**src/rtl/i2c_slave_responder_if.sv**
```systemverilog
// ---------------------------------------------------------------------------
// i2c_slave_responder_if
// Bundles the board-facing I2C pins and the local register-pointer bus of
// the I2C target responder.
//   scl, sdaIn : raw SCL / SDA pin levels (into the target)
//   sdaOut     : 1 = pull SDA low (open-drain enable), 0 = release
//   regPtr     : current register pointer
//   wrData     : last written data byte
//   wrStrobe   : one-clk pulse, write wrData to regPtr
//   rdData     : register contents at regPtr (into the target)
//   rdStrobe   : one-clk pulse, rdData is being loaded for transmit
//   busy       : 1 from an address-matched START until STOP
// The slave modport is the target's view; master is the view of whatever
// drives the pins and serves the register file.
// ---------------------------------------------------------------------------
interface i2c_slave_responder_if;
    logic       scl;
    logic       sdaIn;
    logic       sdaOut;
    logic [7:0] regPtr;
    logic [7:0] wrData;
    logic       wrStrobe;
    logic [7:0] rdData;
    logic       rdStrobe;
    logic       busy;

    modport slave (
        input  scl, sdaIn, rdData,
        output sdaOut, regPtr, wrData, wrStrobe, rdStrobe, busy
    );

    modport master (
        output scl, sdaIn, rdData,
        input  sdaOut, regPtr, wrData, wrStrobe, rdStrobe, busy
    );
endinterface

```
**src/rtl/i2c_slave_responder.sv**
```systemverilog
// ---------------------------------------------------------------------------
// i2c_slave_responder
// I2C target with a register-pointer front end: the first written byte sets
// the pointer, further written bytes are strobed out as register writes, and
// reads fetch from the local register file with pointer auto-increment.
// Ports:
//   clk   : system clock, at least 10x the SCL frequency
//   reset : asynchronous active-low reset
//   bus   : i2c_slave_responder_if.slave (pins + register-pointer bus)
// Parameters:
//   ADDRESS  : 7-bit target address
//   SCL_SYNC : synchronizer depth on scl/sdaIn (at least 2)
// ---------------------------------------------------------------------------
module i2c_slave_responder #(
    parameter logic [6:0] ADDRESS  = 7'h77,
    parameter int         SCL_SYNC = 2
) (
    input  logic                  clk,
    input  logic                  reset,
    i2c_slave_responder_if.slave  bus
);
    typedef enum logic [3:0] {
        ST_IDLE,
        ST_ADDR,
        ST_ADDR_ACK,
        ST_PTR,
        ST_PTR_ACK,
        ST_WDATA,
        ST_WR_PULSE,
        ST_WDATA_ACK,
        ST_RD_REQ,
        ST_RD_LOAD,
        ST_TX,
        ST_TX_LAST,
        ST_MACK,
        ST_MACK_OK,
        ST_IGNORE
    } state_t;

    // Pin synchronizers and edge-detect history. They reset to 1 (idle bus
    // level) so leaving reset never fabricates a START or an SCL edge.
    logic [SCL_SYNC-1:0] scl_sync_q, scl_sync_d;
    logic [SCL_SYNC-1:0] sda_sync_q, sda_sync_d;
    logic                scl_prev_q, scl_prev_d;
    logic                sda_prev_q, sda_prev_d;

    state_t      state_q, state_d;
    logic [2:0]  bit_cnt_q, bit_cnt_d;
    // Only 7 bits are stored: on receive the 8th bit completes the byte
    // combinationally; on transmit the MSB goes straight to sda_out.
    logic [6:0]  shift_q, shift_d;
    logic        sda_out_q, sda_out_d;
    logic        busy_q, busy_d;
    logic        rw_q, rw_d;
    logic [7:0]  reg_ptr_q, reg_ptr_d;
    logic [7:0]  wr_data_q, wr_data_d;

    logic        scl_s, sda_s;
    logic        scl_rise, scl_fall;
    logic        start_det, stop_det;
    logic [7:0]  shift_in;

    // ------------------------------------------------------------------
    // State register
    // ------------------------------------------------------------------
    always_ff @(posedge clk or negedge reset) begin
        if (!reset) begin
            scl_sync_q <= '1;
            sda_sync_q <= '1;
            scl_prev_q <= 1'b1;
            sda_prev_q <= 1'b1;
            state_q    <= ST_IDLE;
            bit_cnt_q  <= 3'd0;
            shift_q    <= 7'd0;
            sda_out_q  <= 1'b0;
            busy_q     <= 1'b0;
            rw_q       <= 1'b0;
            reg_ptr_q  <= 8'h00;
            wr_data_q  <= 8'h00;
        end else begin
            scl_sync_q <= scl_sync_d;
            sda_sync_q <= sda_sync_d;
            scl_prev_q <= scl_prev_d;
            sda_prev_q <= sda_prev_d;
            state_q    <= state_d;
            bit_cnt_q  <= bit_cnt_d;
            shift_q    <= shift_d;
            sda_out_q  <= sda_out_d;
            busy_q     <= busy_d;
            rw_q       <= rw_d;
            reg_ptr_q  <= reg_ptr_d;
            wr_data_q  <= wr_data_d;
        end
    end

    // ------------------------------------------------------------------
    // Next-state logic
    // ------------------------------------------------------------------
    always_comb begin
        scl_sync_d = {scl_sync_q[SCL_SYNC-2:0], bus.scl};
        sda_sync_d = {sda_sync_q[SCL_SYNC-2:0], bus.sdaIn};
        scl_s      = scl_sync_q[SCL_SYNC-1];
        sda_s      = sda_sync_q[SCL_SYNC-1];
        scl_prev_d = scl_s;
        sda_prev_d = sda_s;

        scl_rise  = scl_s & ~scl_prev_q;
        scl_fall  = ~scl_s & scl_prev_q;
        // Qualified on the current SCL level only: if SCL rises in the same
        // clk as SDA moves, the bus condition takes precedence and the bit
        // is dropped.
        start_det = scl_s & sda_prev_q & ~sda_s;
        stop_det  = scl_s & ~sda_prev_q & sda_s;

        shift_in  = {shift_q, sda_s};

        state_d   = state_q;
        bit_cnt_d = bit_cnt_q;
        shift_d   = shift_q;
        sda_out_d = sda_out_q;
        busy_d    = busy_q;
        rw_d      = rw_q;
        reg_ptr_d = reg_ptr_q;
        wr_data_d = wr_data_q;

        if (stop_det) begin
            state_d   = ST_IDLE;
            sda_out_d = 1'b0;
            busy_d    = 1'b0;
            bit_cnt_d = 3'd0;
        end else if (start_det) begin
            // busy is left alone until the new address byte is judged.
            state_d   = ST_ADDR;
            sda_out_d = 1'b0;
            bit_cnt_d = 3'd0;
        end else begin
            unique case (state_q)
                ST_IDLE, ST_IGNORE: begin
                    // Only a bus condition moves these states.
                end

                ST_ADDR: begin
                    if (scl_rise) begin
                        shift_d   = shift_in[6:0];
                        bit_cnt_d = bit_cnt_q + 3'd1;
                        if (bit_cnt_q == 3'd7) begin
                            // General call (address 0) is never claimed.
                            if ((shift_in[7:1] == ADDRESS) && (shift_in[7:1] != 7'd0)) begin
                                state_d = ST_ADDR_ACK;
                                busy_d  = 1'b1;
                                rw_d    = shift_in[0];
                            end else begin
                                state_d = ST_IGNORE;
                                busy_d  = 1'b0;
                            end
                        end
                    end
                end

                ST_ADDR_ACK: begin
                    // First fall starts the ACK, second fall ends it.
                    if (scl_fall) begin
                        if (!sda_out_q) begin
                            sda_out_d = 1'b1;
                        end else begin
                            bit_cnt_d = 3'd0;
                            if (rw_q) begin
                                // Hold SDA until the data MSB replaces it.
                                state_d = ST_RD_REQ;
                            end else begin
                                sda_out_d = 1'b0;
                                state_d   = ST_PTR;
                            end
                        end
                    end
                end

                ST_PTR: begin
                    if (scl_rise) begin
                        shift_d   = shift_in[6:0];
                        bit_cnt_d = bit_cnt_q + 3'd1;
                        if (bit_cnt_q == 3'd7) begin
                            reg_ptr_d = shift_in;
                            state_d   = ST_PTR_ACK;
                        end
                    end
                end

                ST_WDATA: begin
                    if (scl_rise) begin
                        shift_d   = shift_in[6:0];
                        bit_cnt_d = bit_cnt_q + 3'd1;
                        if (bit_cnt_q == 3'd7) begin
                            wr_data_d = shift_in;
                            state_d   = ST_WR_PULSE;
                        end
                    end
                end

                ST_WR_PULSE: begin
                    // wrStrobe is high in this state with the old pointer.
                    reg_ptr_d = reg_ptr_q + 8'd1;
                    state_d   = ST_WDATA_ACK;
                end

                ST_PTR_ACK, ST_WDATA_ACK: begin
                    if (scl_fall) begin
                        if (!sda_out_q) begin
                            sda_out_d = 1'b1;
                        end else begin
                            sda_out_d = 1'b0;
                            bit_cnt_d = 3'd0;
                            state_d   = ST_WDATA;
                        end
                    end
                end

                ST_RD_REQ: begin
                    // rdStrobe is high here; rdData is sampled one clk later.
                    state_d = ST_RD_LOAD;
                end

                ST_RD_LOAD: begin
                    shift_d   = bus.rdData[6:0];
                    sda_out_d = ~bus.rdData[7];
                    reg_ptr_d = reg_ptr_q + 8'd1;
                    bit_cnt_d = 3'd0;
                    state_d   = ST_TX;
                end

                ST_TX: begin
                    if (scl_rise) begin
                        bit_cnt_d = bit_cnt_q + 3'd1;
                        if (bit_cnt_q == 3'd7) begin
                            state_d = ST_TX_LAST;
                        end
                    end else if (scl_fall) begin
                        sda_out_d = ~shift_q[6];
                        shift_d   = {shift_q[5:0], 1'b0};
                    end
                end

                ST_TX_LAST: begin
                    if (scl_fall) begin
                        sda_out_d = 1'b0;
                        state_d   = ST_MACK;
                    end
                end

                ST_MACK: begin
                    if (scl_rise) begin
                        state_d = sda_s ? ST_IGNORE : ST_MACK_OK;
                    end
                end

                ST_MACK_OK: begin
                    if (scl_fall) begin
                        state_d = ST_RD_REQ;
                    end
                end

                default: begin
                    state_d   = ST_IDLE;
                    sda_out_d = 1'b0;
                end
            endcase
        end
    end

    // ------------------------------------------------------------------
    // Outputs
    // ------------------------------------------------------------------
    always_comb begin
        bus.wrStrobe = (state_q == ST_WR_PULSE);
        bus.rdStrobe = (state_q == ST_RD_REQ);
        bus.sdaOut   = sda_out_q;
        bus.regPtr   = reg_ptr_q;
        bus.wrData   = wr_data_q;
        bus.busy     = busy_q;
    end
endmodule

```
**src/flat_wrapper.sv**
```systemverilog
// flat-port wrapper written by rule: the top's interface ports become plain ports
module i2c_slave_responder_flat 
#(
    parameter logic [6:0] ADDRESS  = 7'h77,
    parameter int         SCL_SYNC = 2
)
  (clk, reset, bus_scl, bus_sdaIn, bus_rdData, bus_sdaOut, bus_regPtr, bus_wrData, bus_wrStrobe, bus_rdStrobe, bus_busy);
  i2c_slave_responder_if bus_i ();
  input  logic clk;
  input  logic reset;
  input wire logic [$bits(bus_i.scl)-1:0] bus_scl;
  input wire logic [$bits(bus_i.sdaIn)-1:0] bus_sdaIn;
  input wire logic [$bits(bus_i.rdData)-1:0] bus_rdData;
  output wire logic [$bits(bus_i.sdaOut)-1:0] bus_sdaOut;
  output wire logic [$bits(bus_i.regPtr)-1:0] bus_regPtr;
  output wire logic [$bits(bus_i.wrData)-1:0] bus_wrData;
  output wire logic [$bits(bus_i.wrStrobe)-1:0] bus_wrStrobe;
  output wire logic [$bits(bus_i.rdStrobe)-1:0] bus_rdStrobe;
  output wire logic [$bits(bus_i.busy)-1:0] bus_busy;
  assign bus_i.scl = bus_scl;
  assign bus_i.sdaIn = bus_sdaIn;
  assign bus_i.rdData = bus_rdData;
  assign bus_sdaOut = bus_i.sdaOut;
  assign bus_regPtr = bus_i.regPtr;
  assign bus_wrData = bus_i.wrData;
  assign bus_wrStrobe = bus_i.wrStrobe;
  assign bus_rdStrobe = bus_i.rdStrobe;
  assign bus_busy = bus_i.busy;
  i2c_slave_responder #(.ADDRESS(ADDRESS), .SCL_SYNC(SCL_SYNC)) u_core (.clk(clk), .reset(reset), .bus(bus_i));
endmodule
```
**config.mk**
```make
export PLATFORM = sky130hd
export DESIGN_NAME = i2c_slave_responder_flat
export DESIGN_NICKNAME = d
export VERILOG_FILES = /design/src/rtl/i2c_slave_responder_if.sv /design/src/rtl/i2c_slave_responder.sv /design/src/flat_wrapper.sv
export SDC_FILE = /design/constraint.sdc
export NUM_CORES = 1
export LEC_CHECK = 0
export CORE_MARGIN = 5
export CORE_UTILIZATION = 40
export CTS_BUF_LIST = sky130_fd_sc_hd__clkbuf_8 sky130_fd_sc_hd__clkbuf_16
export DETAILED_ROUTE_END_ITERATION = 10
export DONT_BUFFER_PORTS = 1
export RECOVER_POWER = 100
export SLEW_MARGIN = 20
export SYNTH_ARGS = -nofsm -noshare
export SYNTH_HDL_FRONTEND = slang
export SYNTH_SLANG_ARGS = --single-unit
```
**constraint.sdc**
```tcl
create_clock -name clk -period 2.5 [get_ports clk]
set_input_delay 0.375 -clock clk [delete_from_list [all_inputs] [get_ports clk]]
set_output_delay 0.375 -clock clk [all_outputs]
set_load 0.005 [all_outputs]
```
==> results of run 1 <==
[through the flow]
stage | cell area (µm²) | instances | hold slack (ns) | util, % | total power [mW]
2_1_floorplan | 2460 | 243 | 0.0794 | - | 2.31
3_3_place_gp | 2480 | 308 | 0.0813 | 41.6 | 2.58
3_5_place_dp | 2480 | 308 | 0.0811 | 41.6 | 2.59
4_1_cts | 2630 | 318 | 0.0685 | 44.2 | 3.17
5_1_grt | 2590 | 318 | 0.0548 | 43.6 | 3.38
6_report | 2590 | 318 | 0.0801 | 43.6 | 3.13
[flip-flops by register name, summed over array words and instances (netlist names)]
| register | cells |
|---|---|
| u_core.sda_prev_q | 1 |
| u_core.scl_prev_q | 1 |
| u_core.bus.sdaOut | 1 |
| u_core.shift_q | 7 |
| u_core.bit_cnt_q | 3 |
| u_core.scl_sync_q | 2 |
| u_core.bus.busy | 1 |
| u_core.rw_q | 1 |
| u_core.bus.wrData | 8 |
| u_core.state_q | 4 |
| u_core.sda_sync_q | 2 |
| u_core.bus.regPtr | 8 |
[worst max-delay path, delay by kind of cell (launching register included)]
family          cells  cell delay, ns
simple gates        2            0.42
compound gates      2            0.60
mux                 1            0.40
flops               1            0.72
[power groups by stage]
stage | clock network, mW | registers [mW] | logic, mW
floorplan | 0 | 0.970 | 1.34
global placement | 0 | 1.11 | 1.47
detailed placement | 0 | 1.11 | 1.48
CTS | 0.567 | 1.10 | 1.50
global route | 0.595 | 1.14 | 1.65
finish | 0.556 | 1.10 | 1.48
[layout by cell type, fill, tap and decap left out, types with 2 or more instances in the layout]
| master | n |
|---|---|
| nand3_1 | 7 |
| or3_1 | 3 |
| mux2_1 | 2 |
| a31oi_1 | 8 |
| dfstp_2 | 5 |
| a2bb2oi_1 | 8 |
| a211oi_1 | 2 |
| and2b_1 | 2 |
| mux2i_1 | 3 |
| nor2b_1 | 6 |
| a211o_1 | 3 |
| nor3_1 | 9 |
| o21ai_0 | 17 |
| buf_4 | 3 |
| nor2_1 | 10 |
| and3_1 | 6 |
| a21oi_1 | 13 |
| o22ai_1 | 3 |
| dfrtp_1 | 33 |
| inv_1 | 4 |
| ha_1 | 3 |
| nand2b_1 | 10 |
| mux2_2 | 19 |
| clkbuf_8 | 6 |
| or4b_1 | 3 |
| nand2_1 | 15 |
| clkbuf_2 | 2 |
| a311oi_1 | 2 |
| clkbuf_1 | 2 |
| and4bb_2 | 2 |
[cell families after synthesis]
kind of cell | synth area share, %
compound gates | 20.6
xor+xnor | 0.712
fa+ha+maj | 1.98
buf+inv | 5.49
flops | 40.0
mux | 10.8
simple gates | 20.4
[path summary, 6_finish.rpt]
path                                       from                   end  slack (ns)  cells after the start
setup / recovery           u_core.scl_sync_q[1]     u_core.shift_q[2]        0.27                      5
hold / removal                          bus_scl  u_core.scl_sync_q[0]        0.08                      0
setup reg to reg           u_core.scl_sync_q[1]     u_core.shift_q[2]        0.27                      5
hold reg to reg            u_core.sda_sync_q[0]  u_core.sda_sync_q[1]        0.36                      0
max in group asynchronous                 reset  u_core.bus.regPtr[0]        1.12                      2
min in group asynchronous                 reset     u_core.bus.sdaOut        0.79                      2
[area by class of cell]
class                           instances  area, µm²  share of cell area, %
Clock buffer                            6       82.6                   3.18
Clock inverter                          2       38.8                   1.50
Inverter                                4       15.0                  0.579
Multi-Input combinational cell        184       1330                   51.3
Sequential cell                        39        983                   37.9
Tap cell                               75       93.8                   3.62
Timing Repair Buffer                    8       50.0                   1.93
[routing by layer]
| layer | vias to the layer above | part of all wire (%) | wire (µm) |
|---|---|---|---|
| met5 | - | 0 | 0 |
| met4 | 0 | 0.53 | 31 |
| met3 | 5 | 5.0 | 293 |
| met2 | 46 | 45 | 2620 |
| met1 | 901 | 49 | 2870 |
| li1 | 911 | - | - |
==> key figures, run 1 <==
Timing
  – Slew Limit Headroom: between 30% and 40%
  – Final total negative setup slack: 0 ns
  – RSZ-0062 raised after global routing: false
  – Fmax: around 0.45 GHz
  – Final worst slack: 0.265 ns
  – Tmin final: 2.23 ns
  – Number of failing hold endpoints at the final stage: 0
  – Clock Skew: ~0.0066 ns
  – Actual transition at the worst max-transition pin: between 0.9 and 1 ns
  – Crit share post-route: 89.4%
  – Final-report setup violation count: 0
  – Max-slew violations: 0

Synthesis
  – Sequential-to-total area share from yosys stat: around two fifths
  – List of most frequent post-synthesis cells: dfrtp_1 (33), mux2_2 (19), o21ai_0 (17)
  – Area of the mapped netlist: 2460 µm²
  – Yosys synthesis warning count: 0
  – Fraction of synthesized cell area taken by the top area cell type: between 30% and 40%
  – Number of storage elements in the synthesis netlist: 39
  – Mean area per synthesized cell: 10.1 µm²
  – Async set or reset register ratio after synthesis: 100%
  – Post-synth EDFFs: 0
  – Cell taking the most area after synthesis: dfrtp_1
  – Dominant cells by area after synthesis: dfrtp_1 (34%), mux2_2 (8.7%), dfstp_2 (6.4%)
  – Most used standard cell by instance count after synthesis: dfrtp_1
  – Most common flop cell mapped by yosys: dfrtp_1
  – Count of cell types in the netlist: 58
  – Number of nets in the synthesized netlist: 258
  – Post-synthesis instance total: ~240

Placement
  – IO buf count: 0
  – Half-perimeter wire length after detailed placement: ~4200 µm
  – Weighted congestion at the end of routability-driven global placement: 0.959
  – Pre-CTS setup slack: slightly below 0.4 ns

Clocking
  – H-tree levels: 2
  – Clock net sink count: 39
  – Clock Pin Slew Worst Setup and Hold Paths: 0.08 ns
  – Number of buffers added for setup after CTS: 0
  – Number of resized instances in the post-cts repair step: 0
  – TritonCTS clock tree: built
  – Hold buffer count at cts: 2
  – Number of buffers between clock root and the deepest sink: 2
  – Root buffer cell: clkbuf_8
  – Insertion delay of the later-clocked pin in the worst-skew pair: roughly 0.29 ns
  – Number of buffers created by CTS: 5

Critical path
  – Max stage delay on crit path: 0.72 ns
  – Largest fanout of any net on the critical path: 11
  – WS Path Type: flip-flop to flip-flop
  – Cells traversed along the worst timing path: nor2b_1 -> nand2_1 -> a21oi_1 -> a2bb2oi_2 -> mux2_2
  – Critical Path Slowest Stage Cell: dfstp_1
  – Worst setup SP type: flip-flop
  – Nature of the critical path endpoint: flip-flop
  – WP data required: 2.68 ns
  – Arrival time of the worst setup path: 2.41 ns

Cells and area
  – Post-layout net count: around 260
  – Number of antenna diodes: 0
  – Proportion of layout cells with a drive suffix above 1: 21.4%
  – Area growth, synth to finish: 5.39%
  – # fillers: 590

Hold path
  – Class of the tightest hold or removal check: primary input to flip-flop

Detailed routing
  – DR WL/cell: approximately 18 µm
  – Routed Wire Length: 5810 µm
  – 1st-iter DRT viols: between 100 and 150
  – Post-route ant nets: 0
  – Routed vias: around 1900
  – Detailed-routing iteration count for the pre-antenna-repair pass: 4
  – # DRC: 0
  – Number of vias per cell: ~5.9

Floorplanning
  – Total die area: 7820 µm²
  – Count of standard-cell rows: 28
  – CORE AREA: 5960 µm²
  – IO Count: 32
  – Die width: 88.4 µm
  – Die Ht: between 80 and 90 µm
  – Initial core utilization: 41.3%

Global route
  – First-pass GRT wire length: between 9000 and 10000 µm
  – Pin count of the biggest net entering global routing: 40
  – Most crowded layer after global routing: met2
  – Global Route met3 Usage: around 4.4%
  – Met2 Usage GRT: 24.0%
  – Via count of the first global-routing pass: 1865
  – Global routing met1 resource utilization: a little under a quarter
  – Total GRT Usage: 16.0%
  – Aggregate global routing overflow: 0
  – Number of antenna violations at the first check in global routing: 0

Power
  – Power density of the placed cells: about 1200 nW/µm²
  – Part of the total power dissipated in the clock network: between 10% and 20%
  – Reported net switching power: 1.32 mW
  – Total internal power: 1.82 mW
  – Sw frac: about 42%
  – Sequential cell fraction of total power: 35.1%
  – Part of the power in combinational logic: 47.2%
  – P_leak: 1.07 nW
  – Peak supply drop: between 400 and 500 µV

Job
  – # Max-Cap Violations: 0

Outcome
  – Outcome: finished, final reports clean
Power figures use the tool's default switching activity.
==> run 2: changes to the inputs <==
--- a/config.mk
+++ b/config.mk
@@ -5,9 +5,11 @@
 export SDC_FILE = /design/constraint.sdc
 export NUM_CORES = 1
 export LEC_CHECK = 0
+export CAP_MARGIN = 20
 export CORE_MARGIN = 5
 export CORE_UTILIZATION = 40
 export CTS_BUF_LIST = sky130_fd_sc_hd__clkbuf_8 sky130_fd_sc_hd__clkbuf_16
+export CTS_CLUSTER_DIAMETER = 150
 export DETAILED_ROUTE_END_ITERATION = 10
 export DONT_BUFFER_PORTS = 1
 export RECOVER_POWER = 100
==> results of run 2 <==
No change in the layout: final DEF, timing and power equal those of run 1.
==> run 3: changes to the inputs <==
--- a/config.mk
+++ b/config.mk
@@ -10,6 +10,7 @@
 export CORE_UTILIZATION = 40
 export CTS_BUF_LIST = sky130_fd_sc_hd__clkbuf_8 sky130_fd_sc_hd__clkbuf_16
 export CTS_CLUSTER_DIAMETER = 150
+export CTS_CLUSTER_SIZE = 14
 export DETAILED_ROUTE_END_ITERATION = 10
 export DONT_BUFFER_PORTS = 1
 export RECOVER_POWER = 100
@@ -17,3 +18,4 @@
 export SYNTH_ARGS = -nofsm -noshare
 export SYNTH_HDL_FRONTEND = slang
 export SYNTH_SLANG_ARGS = --single-unit
+export TNS_END_PERCENT = 100
==> results of run 3 <==
No change in the layout: final DEF, timing and power equal those of run 1.
